## src/rtl/uart_pkg.sv

```systemverilog
// rtl/uart_pkg.sv - shared UART types and baud arithmetic
package uart_pkg;

   typedef enum logic [1:0] {
      S_IDLE,
      S_START,
      S_SEND_BYTE,
      S_STOP
   } tx_state_t;

   // Clocks per serial bit; the receiver uses the same rounding so both ends agree.
   function automatic int unsigned uart_cycle(input int unsigned clk_fre,
                                              input int unsigned baud_rate);
      return (clk_fre * 32'd1000000) / baud_rate;
   endfunction

endpackage

```

## src/rtl/uart_tx_fifo.sv

```systemverilog
// rtl/uart_tx_fifo.sv - byte FIFO with wrap-bit pointers and registered full/empty
module uart_tx_fifo
   import uart_pkg::*;
#(
   parameter int DEPTH = 4,
   parameter int WIDTH = 8
) (
   input  logic             clk,
   input  logic             rstn,
   input  logic             push_i,
   input  logic [WIDTH-1:0] wdata_i,
   input  logic             pop_i,
   output logic [WIDTH-1:0] rdata_o,
   output logic             full_o,
   output logic             empty_o
);

   localparam int AW = $clog2(DEPTH);
   localparam logic [AW:0] PTR_ONE = {{AW{1'b0}}, 1'b1};

   logic [AW:0]      wr_ptr_q, wr_ptr_d;
   logic [AW:0]      rd_ptr_q, rd_ptr_d;
   logic             full_q, full_d;
   logic             empty_q, empty_d;
   logic [WIDTH-1:0] mem_q [DEPTH];
   logic             do_push, do_pop;

   assign do_push = push_i && !full_q;
   assign do_pop  = pop_i && !empty_q;

   // Flags are computed from next-state pointers so they can be registered.
   always_comb begin
      wr_ptr_d = wr_ptr_q;
      rd_ptr_d = rd_ptr_q;
      if (do_push) wr_ptr_d = wr_ptr_q + PTR_ONE;
      if (do_pop)  rd_ptr_d = rd_ptr_q + PTR_ONE;
      empty_d = (wr_ptr_d == rd_ptr_d);
      full_d  = (wr_ptr_d[AW] != rd_ptr_d[AW]) &&
                (wr_ptr_d[AW-1:0] == rd_ptr_d[AW-1:0]);
   end

   always_ff @(posedge clk or negedge rstn) begin
      if (!rstn) begin
         wr_ptr_q <= '0;
         rd_ptr_q <= '0;
         full_q   <= 1'b0;
         empty_q  <= 1'b1;
      end else begin
         wr_ptr_q <= wr_ptr_d;
         rd_ptr_q <= rd_ptr_d;
         full_q   <= full_d;
         empty_q  <= empty_d;
      end
   end

   always_ff @(posedge clk) begin
      if (do_push) mem_q[wr_ptr_q[AW-1:0]] <= wdata_i;
   end

   assign rdata_o = mem_q[rd_ptr_q[AW-1:0]];
   assign full_o  = full_q;
   assign empty_o = empty_q;

endmodule

```

## src/rtl/uart_tx.sv

```systemverilog
// rtl/uart_tx.sv - 8N1 UART transmitter fed from a small byte FIFO
module uart_tx
   import uart_pkg::*;
#(
   parameter int CLK_FRE    = 50,
   parameter int BAUD_RATE  = 115200,
   parameter int FIFO_DEPTH = 4
) (
   input  logic       clk,
   input  logic       rstn,
   input  logic [7:0] tx_data,
   input  logic       tx_data_valid,
   output logic       tx_data_ready,
   output logic       tx_busy,
   output logic       tx_pin
);

   localparam int unsigned CYCLE      = uart_cycle(CLK_FRE, BAUD_RATE);
   localparam logic [15:0] CYCLE_LAST = 16'(CYCLE - 1);

   tx_state_t   state_q;
   logic [15:0] cycle_cnt_q;
   logic [2:0]  bit_cnt_q;
   logic [7:0]  tx_bits_q;
   logic        tx_pin_q;
   logic        tx_busy_q;

   logic        fifo_full, fifo_empty, fifo_pop, push;
   logic [7:0]  fifo_rdata;
   logic        bit_last;

   assign push     = tx_data_valid && tx_data_ready;
   assign bit_last = (cycle_cnt_q == CYCLE_LAST);
   assign fifo_pop = !fifo_empty &&
                     ((state_q == S_IDLE) || (state_q == S_STOP && bit_last));

   uart_tx_fifo #(
      .DEPTH (FIFO_DEPTH),
      .WIDTH (8)
   ) u_fifo (
      .clk     (clk),
      .rstn    (rstn),
      .push_i  (push),
      .wdata_i (tx_data),
      .pop_i   (fifo_pop),
      .rdata_o (fifo_rdata),
      .full_o  (fifo_full),
      .empty_o (fifo_empty)
   );

   // Busy tracks the next state: it only drops when entering idle with no byte arriving.
   always_ff @(posedge clk or negedge rstn) begin
      if (!rstn) begin
         state_q     <= S_IDLE;
         cycle_cnt_q <= '0;
         bit_cnt_q   <= '0;
         tx_bits_q   <= '0;
         tx_pin_q    <= 1'b1;
         tx_busy_q   <= 1'b0;
      end else begin
         case (state_q)
            S_IDLE: begin
               cycle_cnt_q <= '0;
               if (!fifo_empty) begin
                  state_q   <= S_START;
                  tx_bits_q <= fifo_rdata;
                  tx_pin_q  <= 1'b0;
                  tx_busy_q <= 1'b1;
               end else begin
                  tx_pin_q  <= 1'b1;
                  tx_busy_q <= push;
               end
            end
            S_START: begin
               tx_busy_q <= 1'b1;
               if (bit_last) begin
                  state_q     <= S_SEND_BYTE;
                  cycle_cnt_q <= '0;
                  bit_cnt_q   <= '0;
                  tx_pin_q    <= tx_bits_q[0];
               end else begin
                  cycle_cnt_q <= cycle_cnt_q + 16'd1;
               end
            end
            S_SEND_BYTE: begin
               tx_busy_q <= 1'b1;
               if (bit_last) begin
                  cycle_cnt_q <= '0;
                  if (bit_cnt_q == 3'd7) begin
                     state_q  <= S_STOP;
                     tx_pin_q <= 1'b1;
                  end else begin
                     bit_cnt_q <= bit_cnt_q + 3'd1;
                     tx_pin_q  <= tx_bits_q[bit_cnt_q + 3'd1];
                  end
               end else begin
                  cycle_cnt_q <= cycle_cnt_q + 16'd1;
               end
            end
            S_STOP: begin
               if (bit_last) begin
                  cycle_cnt_q <= '0;
                  if (!fifo_empty) begin
                     state_q   <= S_START;
                     tx_bits_q <= fifo_rdata;
                     tx_pin_q  <= 1'b0;
                     tx_busy_q <= 1'b1;
                  end else begin
                     state_q   <= S_IDLE;
                     tx_pin_q  <= 1'b1;
                     tx_busy_q <= push;
                  end
               end else begin
                  cycle_cnt_q <= cycle_cnt_q + 16'd1;
                  tx_busy_q   <= 1'b1;
               end
            end
            default: begin
               state_q  <= S_IDLE;
               tx_pin_q <= 1'b1;
            end
         endcase
      end
   end

   assign tx_data_ready = !fifo_full;
   assign tx_busy       = tx_busy_q;
   assign tx_pin        = tx_pin_q;

endmodule

```

## config.mk

```make
export PLATFORM = sky130hd
export DESIGN_NAME = uart_tx
export DESIGN_NICKNAME = d
export VERILOG_FILES = /design/src/rtl/uart_pkg.sv /design/src/rtl/uart_tx_fifo.sv /design/src/rtl/uart_tx.sv
export SDC_FILE = /design/constraint.sdc
export NUM_CORES = 1
export LEC_CHECK = 0
export BUFFER_PORTS_ARGS = -buffer_cell sky130_fd_sc_hd__buf_4
export CORE_UTILIZATION = 30
export DETAILED_ROUTE_END_ITERATION = 16
export SLEW_MARGIN = 10
export SYNTH_ARGS = -nofsm -noshare
export SYNTH_HDL_FRONTEND = slang
export SYNTH_SLANG_ARGS = --single-unit
```

## constraint.sdc

```tcl
create_clock -name clk -period 5.3 [get_ports clk]
set_input_delay 0.795 -clock clk [delete_from_list [all_inputs] [get_ports clk]]
set_output_delay 0.795 -clock clk [all_outputs]
set_load 0.005 [all_outputs]
```

==> run summary, run 1 <==
Status - complete, no violations
Slew @ Worst Pin - 0.667 ns
Final Net Count - 277
Gr busiest metal - met2
Worst slew margin - 55.5%
Synth-to-layout area growth - 13.4%
Antenna viol nets, final - 0
Pwr Total - 0.00124 W
Vias in the first global route - 1893
Wirelength, routed - 5280 um
Hold Crit Class - in -> async
Max Root-Sink Buffers - 2
Post-synth cell types - 44
Most frequent cells in the layout - 37 x dfrtp_1, 32 x edfxtp_1, 22 x nor2_1
Post-CTS sizing - 0
Share of cells above drive strength 1 - 23.0%
Met3 Track Usage GR - 3.49%
Syn_area_per_cell - 13.9 um2
Gr ovfl total - 0
Sequential fraction of the synthesis area - 59.8%
Critical-path cell list - nor4_1, a41o_1, and2_4, mux2_2
Fin Setup TNS - 0 ns
Clk_lat worst skew - 0.35 ns
DRT iter0 DRCs - 42
Yosys reg bits - 71
PortBufs - 13
Placed Instances - 377
Fin. Hold Viols - 0
Slowest cell delay on critical path - 0.65 ns
Worst path arrival time - 2.50 ns
Mapped Area - 0.00324 mm2
P_leak - 1.46 nW
Final period util - 42.6%
Core Rows - 37
Required @ worst endpoint - 5.54 ns
CTS tree - built
Core box area - 0.0104 mm2
Top delay family on crit path - simple AND/OR/NAND/NOR gates
Post-Syn Instances - 233
CP max FO - 18
CTS Sinks - 71
Initial core utilization - 31.1%
Via density - 4.58
Largest net degree at the start of global routing - 40
Synth Warn # - 0
Ant. Diodes - 0
GP Congestion - 0.737
Routed WL per cell - 13.4 um
Overall Global Routing Usage - 10.8%
Initial antenna violation count - 0
Drt pass-1 iters - 4
Root Buffer - clkbuf_8
Met1 usage - 13.4%
Commonest non-fill, non-tap cell in the layout - dfrtp_1
Post-CTS Setup Bufs - 0
Slew Viols, Final - 0
Maximum vdd drop - 0.000194 V
Post-synthesis async set-or-reset flop share - 54.9%
Filler Cell Count - 1011
Layout Utilization - 35.3%
Main synth FF type - dfrtp_1
Vias - 1798
Worst-path cell with the longest stage delay - a41o_1
Die W - 106 um
Tmin final - 2.26 ns
Hold slack - 0.402 ns
Max H-tree Level - 3
RSZ-0062 raised after global routing - false
Max Cap Viol - 0
GR Layer Usage met2 - 17.4%
Hpwl dp - 3580 um
Count of hold-fix buffers inserted at cts - 0
Pwr dens - 338 mW/mm2
DRC viols - 0
Kind of critical path - reg -> reg
Total CTS buffers - 9
Clock skew - 0.00777 ns
Synthesized Nets - 258
Final setup fails - 0
I/O pins - 14
Worst-path clk slew - 0.08 ns
First-pass GRT wire length - 9200 um
Non-Filler Instances - 393
Crit path capture type - flop
Worst Path Buf+Inv - 0
Die Ht - 106 um
Nature of the critical path startpoint - flop
EDFF count, synth - 32
Die area - 0.0112 mm2
FMAX - 443 MHz
==> per-layer routing <==
| layer | routed length [um] | share of wire, % | vias to the layer above |
|---|---|---|---|
| met2 | 2480 | 47 | 29 |
| met3 | 152 | 2.9 | 8 |
| met1 | 2540 | 48 | 872 |
| li1 | - | - | 889 |
| met4 | 105 | 2.0 | 0 |
| met5 | 0 | 0 | - |
==> power by group <==
| group | switching, W | leakage (nW) | internal, W | total, W |
|---|---|---|---|---|
| Sequential | 0.0000209 | 0.780 | 0.000644 | 0.000665 |
| Clock | 0.000237 | 0.0999 | 0.000184 | 0.000422 |
| Combinational | 0.0000894 | 0.582 | 0.0000674 | 0.000157 |
==> sequential cells by signal, summed over array words and instances (netlist names) <==
signal           cells
u_fifo.mem_q        32
cycle_cnt_q         16
tx_bits_q            8
bit_cnt_q            3
u_fifo.rd_ptr_q      3
u_fifo.wr_ptr_q      3
state_q              2
tx_busy              1
tx_pin               1
u_fifo.empty_o       1
u_fifo.full_o        1
==> cell type report <==
cell class	instances	area, um2	area share (%)
clock buffer	9	124	3.37
clock inverter	7	71.3	1.94
inverter	14	52.6	1.43
multi-input combinational	143	1220	33.2
sequential	71	1940	52.7
tap	136	170	4.63
timing repair buffer	13	97.6	2.65
==> cells in the mapped netlist (3+ instances only) <==
master | count | area (um2)
dfrtp_1 | 37 | 926
edfxtp_1 | 32 | 961
nor2_1 | 22 | 82.6
ha_1 | 14 | 175
inv_1 | 14 | 52.6
mux2_2 | 12 | 135
xnor2_1 | 11 | 96.3
mux4_2 | 10 | 225
nand2_1 | 9 | 33.8
xor2_1 | 8 | 70.1
nand3_1 | 7 | 35.0
a21oi_1 | 5 | 25.0
a22o_1 | 5 | 43.8
nor3_1 | 5 | 25.0
and2_1 | 3 | 18.8
nand4_1 | 3 | 18.8
o21ai_0 | 3 | 15.0
or3_1 | 3 | 18.8
==> worst register-to-register path: stages (launching register included) <==
cell and delay [ns]:
dfrtp_1 0.42, nor4_1 0.47, a41o_1 0.65, and2_4 0.29, mux2_2 0.32
==> stage by stage <==
| step | worst slack (ns) | area, um2 |
|---|---|---|
| 6_report | 3.04 | 3680 |
| 3_3_place_gp | 3.01 | 3480 |
| 5_1_grt | 2.84 | 3680 |
| 3_5_place_dp | 2.98 | 3480 |
| 2_1_floorplan | 3.25 | 3240 |
| 4_1_cts | 3.03 | 3680 |
==> path summary, 6_finish.rpt <==
kind / from / to / slack, ns / depth (start not counted)
setup / recovery: cycle_cnt_q[3] / u_fifo.rd_ptr_q[1] / 3.04 / 4
hold / removal: rstn / u_fifo.wr_ptr_q[0] / 0.40 / 1
setup reg to reg: cycle_cnt_q[3] / u_fifo.rd_ptr_q[1] / 3.04 / 4
hold reg to reg: u_fifo.rd_ptr_q[2] / u_fifo.rd_ptr_q[2] / 0.48 / 1
max in group asynchronous: rstn / tx_pin / 4.53 / 1
min in group clk: u_fifo.rd_ptr_q[2] / u_fifo.rd_ptr_q[2] / 0.48 / 1
==> logic make-up (layout without fill, tap and decap cells) <==
family / count (synthesis) / count (layout) / synth area share, %
buffers and inverters: 19 / 43 / 2.47
XOR/XNOR: 20 / 20 / 5.83
AND/OR/NAND/NOR: 61 / 61 / 9.57
adder cells (fa/ha/maj): 14 / 14 / 5.40
AO/OA/AOI/OAI: 25 / 25 / 5.48
multiplexers: 23 / 23 / 11.4
flip-flops: 71 / 71 / 59.8
Power figures use the tool's default switching activity.
==> run 2, diff against run 1 <==
ABC_AREA = 1   (was not set)
clock period = 1.92 ns   (was 5.3 ns; I/O delays follow)
==> run summary, run 2 <==
DRC viols - 0 (unchanged)
Sequential fraction of the synthesis area - 56.6% (-3.2 points)
Gr ovfl total - 0 (unchanged)
PortBufs - 13 (unchanged)
Commonest non-fill, non-tap cell in the layout - nand2_1
FMAX - 585 MHz (+32%)
Synth Warn # - 0 (unchanged)
Clk_lat worst skew - 0.33 ns (-0.02 ns)
Filler Cell Count - 1099 (+8.7%)
Synth area leaders - edfxtp_1 28%, dfrtp_1 27%, nand2_1 6.4%, ha_1 5.1%, nor2_1 4.9%
Synth area leader - edfxtp_1
Synth-to-layout area growth - 16.9%
Register area - 0.00194 mm2 (unchanged)
Hpwl dp - 4310 um (+20%)
Syn_area_per_cell - 9.70 um2 (-30%)
Most frequent cells in the layout - 58 x nand2_1, 45 x nor2_1, 40 x inv_1
Area share of the largest cell type after synthesis - 28.1% (-1.6 points)
Wirelength, routed - 6250 um (+18%)
First-pass GRT wire length - 10700 um (+17%)
Max H-tree Level - 3 (unchanged)
Fin. Hold Viols - 0 (unchanged)
GP Congestion - 0.803 (+8.9%)
Yosys reg bits - 71 (unchanged)
DP Worst Slack - 0.162 ns (-2.82 ns)
Hold Crit Class - in -> reg
Initial core utilization - 31.2% (+0.057 points)
Final period util - 89.0% (+46 points)
Commonest cells post-synth - 58 x nand2_1, 45 x nor2_1, 40 x inv_1
DRT iter0 DRCs - 128 (+200%)
Routed WL per cell - 12.0 um (-11%)
Ant. Diodes - 0 (unchanged)
Fin Setup TNS - 0 ns (unchanged)
Post-synth cell types - 35 (-20%)
Core Rows - 38 (+2.7%)
EDFF count, synth - 32 (unchanged)
CTS Sinks - 71 (unchanged)
Count leader, synth - nand2_1
Worst path arrival time - 1.92 ns (-0.58 ns)
Status - complete, no violations
Crit path capture type - flop
Clock skew - 0.00515 ns (-0.00262 ns)
Mapped Area - 0.00342 mm2 (+5.6%)
Slew @ Worst Pin - 0.496 ns (-0.171 ns)
Vias - 2394 (+33%)
Final Net Count - 401 (+45%)
P_leak - 1.79 nW (+23%)
Worst slew margin - 66.9% (+11 points)
Maximum vdd drop - 0.000503 V (+160%)
Via density - 4.60 (+0.44%)
Max reg flops - 32 (unchanged)
Worst-path clk slew - 0.07 ns (about the same)
Required @ worst endpoint - 2.13 ns (-3.41 ns)
Post-Syn Instances - 353 (+52%)
Multi-input logic area - 0.00129 mm2 (+5.3%)
Total CTS buffers - 9 (unchanged)
Layout Utilization - 36.4% (+1.1 points)
Post-synthesis async set-or-reset flop share - 54.9% (unchanged)
Setup slack after layout - 0.211 ns (-2.83 ns)
Largest net degree at the start of global routing - 40 (unchanged)
Root Buffer - clkbuf_16
Die W - 109 um (+2.7%)
Drt pass-1 iters - 4 (unchanged)
Slew Viols, Final - 0 (unchanged)
Tmin final - 1.71 ns (-0.550 ns)
Antenna viol nets, final - 0 (unchanged)
Core box area - 0.0110 mm2 (+5.4%)
Main synth FF type - dfrtp_1
Nature of the critical path startpoint - flop
Die Ht - 109 um (+2.7%)
Die area - 0.0118 mm2 (+5.5%)
I/O pins - 14 (unchanged)
Vias in the first global route - 2365 (+25%)
Max Root-Sink Buffers - 2 (unchanged)
Max Cap Viol - 0 (unchanged)
Kind of critical path - reg -> reg
Synthesized Nets - 378 (+47%)
Hold path depth - 1
Pwr dens - 985 mW/mm2 (+190%)
RSZ-0062 raised after global routing - false
Initial antenna violation count - 0 (unchanged)
Share of cells above drive strength 1 - 14.4% (-8.5 points)
Reg2reg path depth - 6 (+2)
CTS tree - built
CP max FO - 6 (-12)
Overall Global Routing Usage - 11.9% (+1.1 points)
Final setup fails - 0 (unchanged)
==> run 2: where the power goes <==
part           internal [W]  switching (W)
logic              0.000153       0.000296
registers           0.00178      0.0000650
clock network      0.000920       0.000730
total               0.00285        0.00109
==> run 2: worst paths after layout <==
path                               from                  to  slack, ns
max                          state_q[0]          state_q[0]       0.21
min                          tx_data[6]  u_fifo.mem_q[0][6]       0.15
max reg2reg                  state_q[0]          state_q[0]       0.21
min reg2reg                tx_bits_q[7]        tx_bits_q[7]       0.47
max in group asynchronous          rstn              tx_pin       1.09
min in group asynchronous          rstn      cycle_cnt_q[9]       0.46
==> run 2: kinds of logic (layout without fill, tap and decap cells) <==
logic type | after synthesis | after routing | synth area share, %
flip-flops | 71 | 71 | 56.6
adder cells (fa/ha/maj) | 14 | 14 | 5.12
XOR/XNOR | 9 | 9 | 2.30
multiplexers | 1 | 1 | 0.292
AND/OR/NAND/NOR | 158 | 158 | 21.5
buffers and inverters | 50 | 78 | 5.85
AO/OA/AOI/OAI | 50 | 50 | 8.33
==> run 2: cell type report <==
| cell class | instances | area share, % |
|---|---|---|
| Sequential cell | 71 | 48.5 |
| Multi-Input combinational cell | 232 | 32.2 |
| Clock buffer | 9 | 5.63 |
| Tap cell | 140 | 4.38 |
| Inverter | 43 | 4.03 |
| Timing Repair Buffer | 19 | 3.63 |
| Clock inverter | 7 | 1.72 |
==> run 2: per-layer routing <==
metal | share of wire (%) | vias to the layer above | global-route usage (%)
li1 | - | 1229 | -
met1 | 48 | 1106 | 14.7
met2 | 46 | 44 | 19.5
met3 | 3.8 | 15 | 3.53
met4 | 2.0 | 0 | 4.73
met5 | 0 | - | 0
==> run 2: timing repair <==
action	4_1_cts	5_1_grt
hold buffers	1	0
endpoints found under the hold margin	37	0
endpoints found under the setup margin	0	2
buffers inserted	0	0
gates resized for setup	0	1
==> run 2: per-stage QoR <==
step	cell area [um2]	hold WS (ns)	total power, W	instances
global route	4000	0.142	0.00413	521
floorplan	3420	-0.00759	0.00215	353
global placement	3700	0.293	0.00231	504
finish	4000	0.146	0.00394	521
CTS	4000	0.143	0.00398	521
detailed placement	3700	0.297	0.00233	504
==> run 2: critical path, cell delays in order (launching register included) <==
cell and delay (ns):
dfrtp_1 0.38, inv_1 0.11, ha_1 0.28, o31ai_1 0.36
nand2_1 0.18, a21oi_1 0.19, o22ai_1 0.09
==> run 3, diff against run 2 <==
BUFFER_PORTS_ARGS = -buffer_cell sky130_fd_sc_hd__buf_2   (was -buffer_cell sky130_fd_sc_hd__buf_4)
==> run summary, run 3 (synthesis results as in run 2) <==
Via density - 4.55 (-1.0%)
Vias in the first global route - 2264 (-4.3%)
Gr ovfl total - 0 (unchanged)
Required @ worst endpoint - 2.13 ns (about the same)
Tmin final - 1.70 ns (-0.00832 ns)
Pwr dens - 986 mW/mm2 (+0.14%)
Status - complete, no violations
Worst-path clk slew - 0.07 ns (about the same)
Filler Cell Count - 1070 (-2.6%)
CTS tree - built
Antenna viol nets, final - 0 (unchanged)
RSZ-0062 raised after global routing - false
Largest net degree at the start of global routing - 40 (unchanged)
Initial antenna violation count - 0 (unchanged)
Die area - 0.0118 mm2 (unchanged)
Max Cap Viol - 0 (unchanged)
Die Ht - 109 um (unchanged)
Worst slew margin - 65.1% (-1.8 points)
Max reg flops - 32 (unchanged)
Commonest non-fill, non-tap cell in the layout - nand2_1
Maximum vdd drop - 0.000478 V (-5.1%)
Total CTS buffers - 9 (unchanged)
Die W - 109 um (unchanged)
Nature of the critical path startpoint - flop
Slew Viols, Final - 0 (unchanged)
Hpwl dp - 4230 um (-2.0%)
DRT iter0 DRCs - 59 (-54%)
Max H-tree Level - 3 (unchanged)
Kind of critical path - reg -> reg
P_leak - 1.78 nW (-0.61%)
Ant. Diodes - 0 (unchanged)
Max Root-Sink Buffers - 2 (unchanged)
Wirelength, routed - 6200 um (-0.75%)
FMAX - 588 MHz (+0.49%)
Core Rows - 38 (unchanged)
Synth-to-layout area growth - 16.0%
Final Net Count - 401 (unchanged)
Overall Global Routing Usage - 11.8% (-0.13 points)
Top layer in use - met4
Core box area - 0.0110 mm2 (unchanged)
Metal1 wirelength - 3050 um (+1.7%)
Worst setup path start - state_q[0]
Fin Setup TNS - 0 ns (unchanged)
CP max FO - 6 (unchanged)
Count of hold-fix buffers inserted at cts - 0 (-1)
DRC viols - 0 (unchanged)
Clock skew - 0.00756 ns (+0.00241 ns)
PortBufs - 13 (unchanged)
Final period util - 88.6% (-0.43 points)
Worst R2R Start - state_q[0]
GP Congestion - 0.790 (-1.6%)
Most frequent cells in the layout - 58 x nand2_1, 45 x nor2_1, 40 x inv_1
Final setup fails - 0 (unchanged)
Crit path capture type - flop
WL met2 - 2870 um (-0.28%)
Initial core utilization - 31.2% (unchanged)
I/O pins - 14 (unchanged)
Routed WL per cell - 11.9 um (-0.75%)
CTS Sinks - 71 (unchanged)
Vias - 2369 (-1.0%)
Hold Crit Class - in -> async
Layout Utilization - 36.2% (-0.27 points)
Pwr Total - 0.00392 W (-0.62%)
Fin. Hold Viols - 0 (unchanged)
Drt pass-1 iters - 4 (unchanged)
WL met3 - 193 um (-19%)
First-pass GRT wire length - 10500 um (-1.9%)
Slew @ Worst Pin - 0.523 ns (+0.0269 ns)
Worst path arrival time - 1.91 ns (about the same)
Share of cells above drive strength 1 - 14.7% (+0.26 points)
Root Buffer - clkbuf_16
Clk_lat worst skew - 0.33 ns (about the same)
[run 3: area by class of cell]
class	instances	area, um2	share of cell area, %
Clock buffer	9	225	5.67
Sequential cell	71	1940	48.8
Clock inverter	7	73.8	1.86
Tap cell	140	175	4.41
Timing Repair Buffer	19	110	2.77
Multi-Input combinational cell	232	1290	32.4
Inverter	43	161	4.06
[run 3: what timing repair did]
item / CTS / global route
endpoints found under the setup margin: 0 / 2
resized for setup: 0 / 1
setup buffers: 0 / 0
[run 3: per-layer routing]
metal	global-route usage [%]	vias to the layer above
met3	3.29	7
met1	14.9	1091
met5	0	-
met2	18.7	42
li1	-	1229
met4	5.41	0
[run 3: worst paths after layout]
check | end | slack (ns) | cells past startpoint
setup reg to reg | state_q[0] | 0.22 | 6
hold reg to reg | tx_bits_q[7] | 0.47 | 2
max in group asynchronous | tx_pin | 1.55 | 2
setup / recovery | state_q[0] | 0.22 | 6
min in group clk | u_fifo.mem_q[0][6] | 0.16 | 1
hold / removal | cycle_cnt_q[7] | 0.009 | 2
[run 3: critical path, stage by stage, from the launching register on]
cell	delay (ns)
dfrtp_1	0.38
inv_1	0.11
ha_1	0.29
o31ai_1	0.40
nand2_1	0.17
a21oi_1	0.15
o22ai_1	0.08
[run 3: power breakdown]
group,internal (W),total [W],leakage (nW),switching [W]
Clock,0.000920,0.00164,0.148,0.000719
Combinational,0.000144,0.000437,0.852,0.000293
Sequential,0.00178,0.00184,0.780,0.0000642
Total,0.00284,0.00392,1.78,0.00108
[run 3: metrics by stage]
| stage | cells | setup slack, ns | instance area [um2] | hold slack [ns] |
|---|---|---|---|---|
| after floorplan | 353 | 0.386 | 3420 | -0.00759 |
| after global placement | 505 | 0.229 | 3670 | 0.375 |
| after detailed placement | 505 | 0.163 | 3670 | 0.380 |
| after CTS | 521 | 0.150 | 3970 | 0.0210 |
| after global routing | 521 | 0.0206 | 3970 | 0.0478 |
| final | 521 | 0.219 | 3970 | 0.00855 |
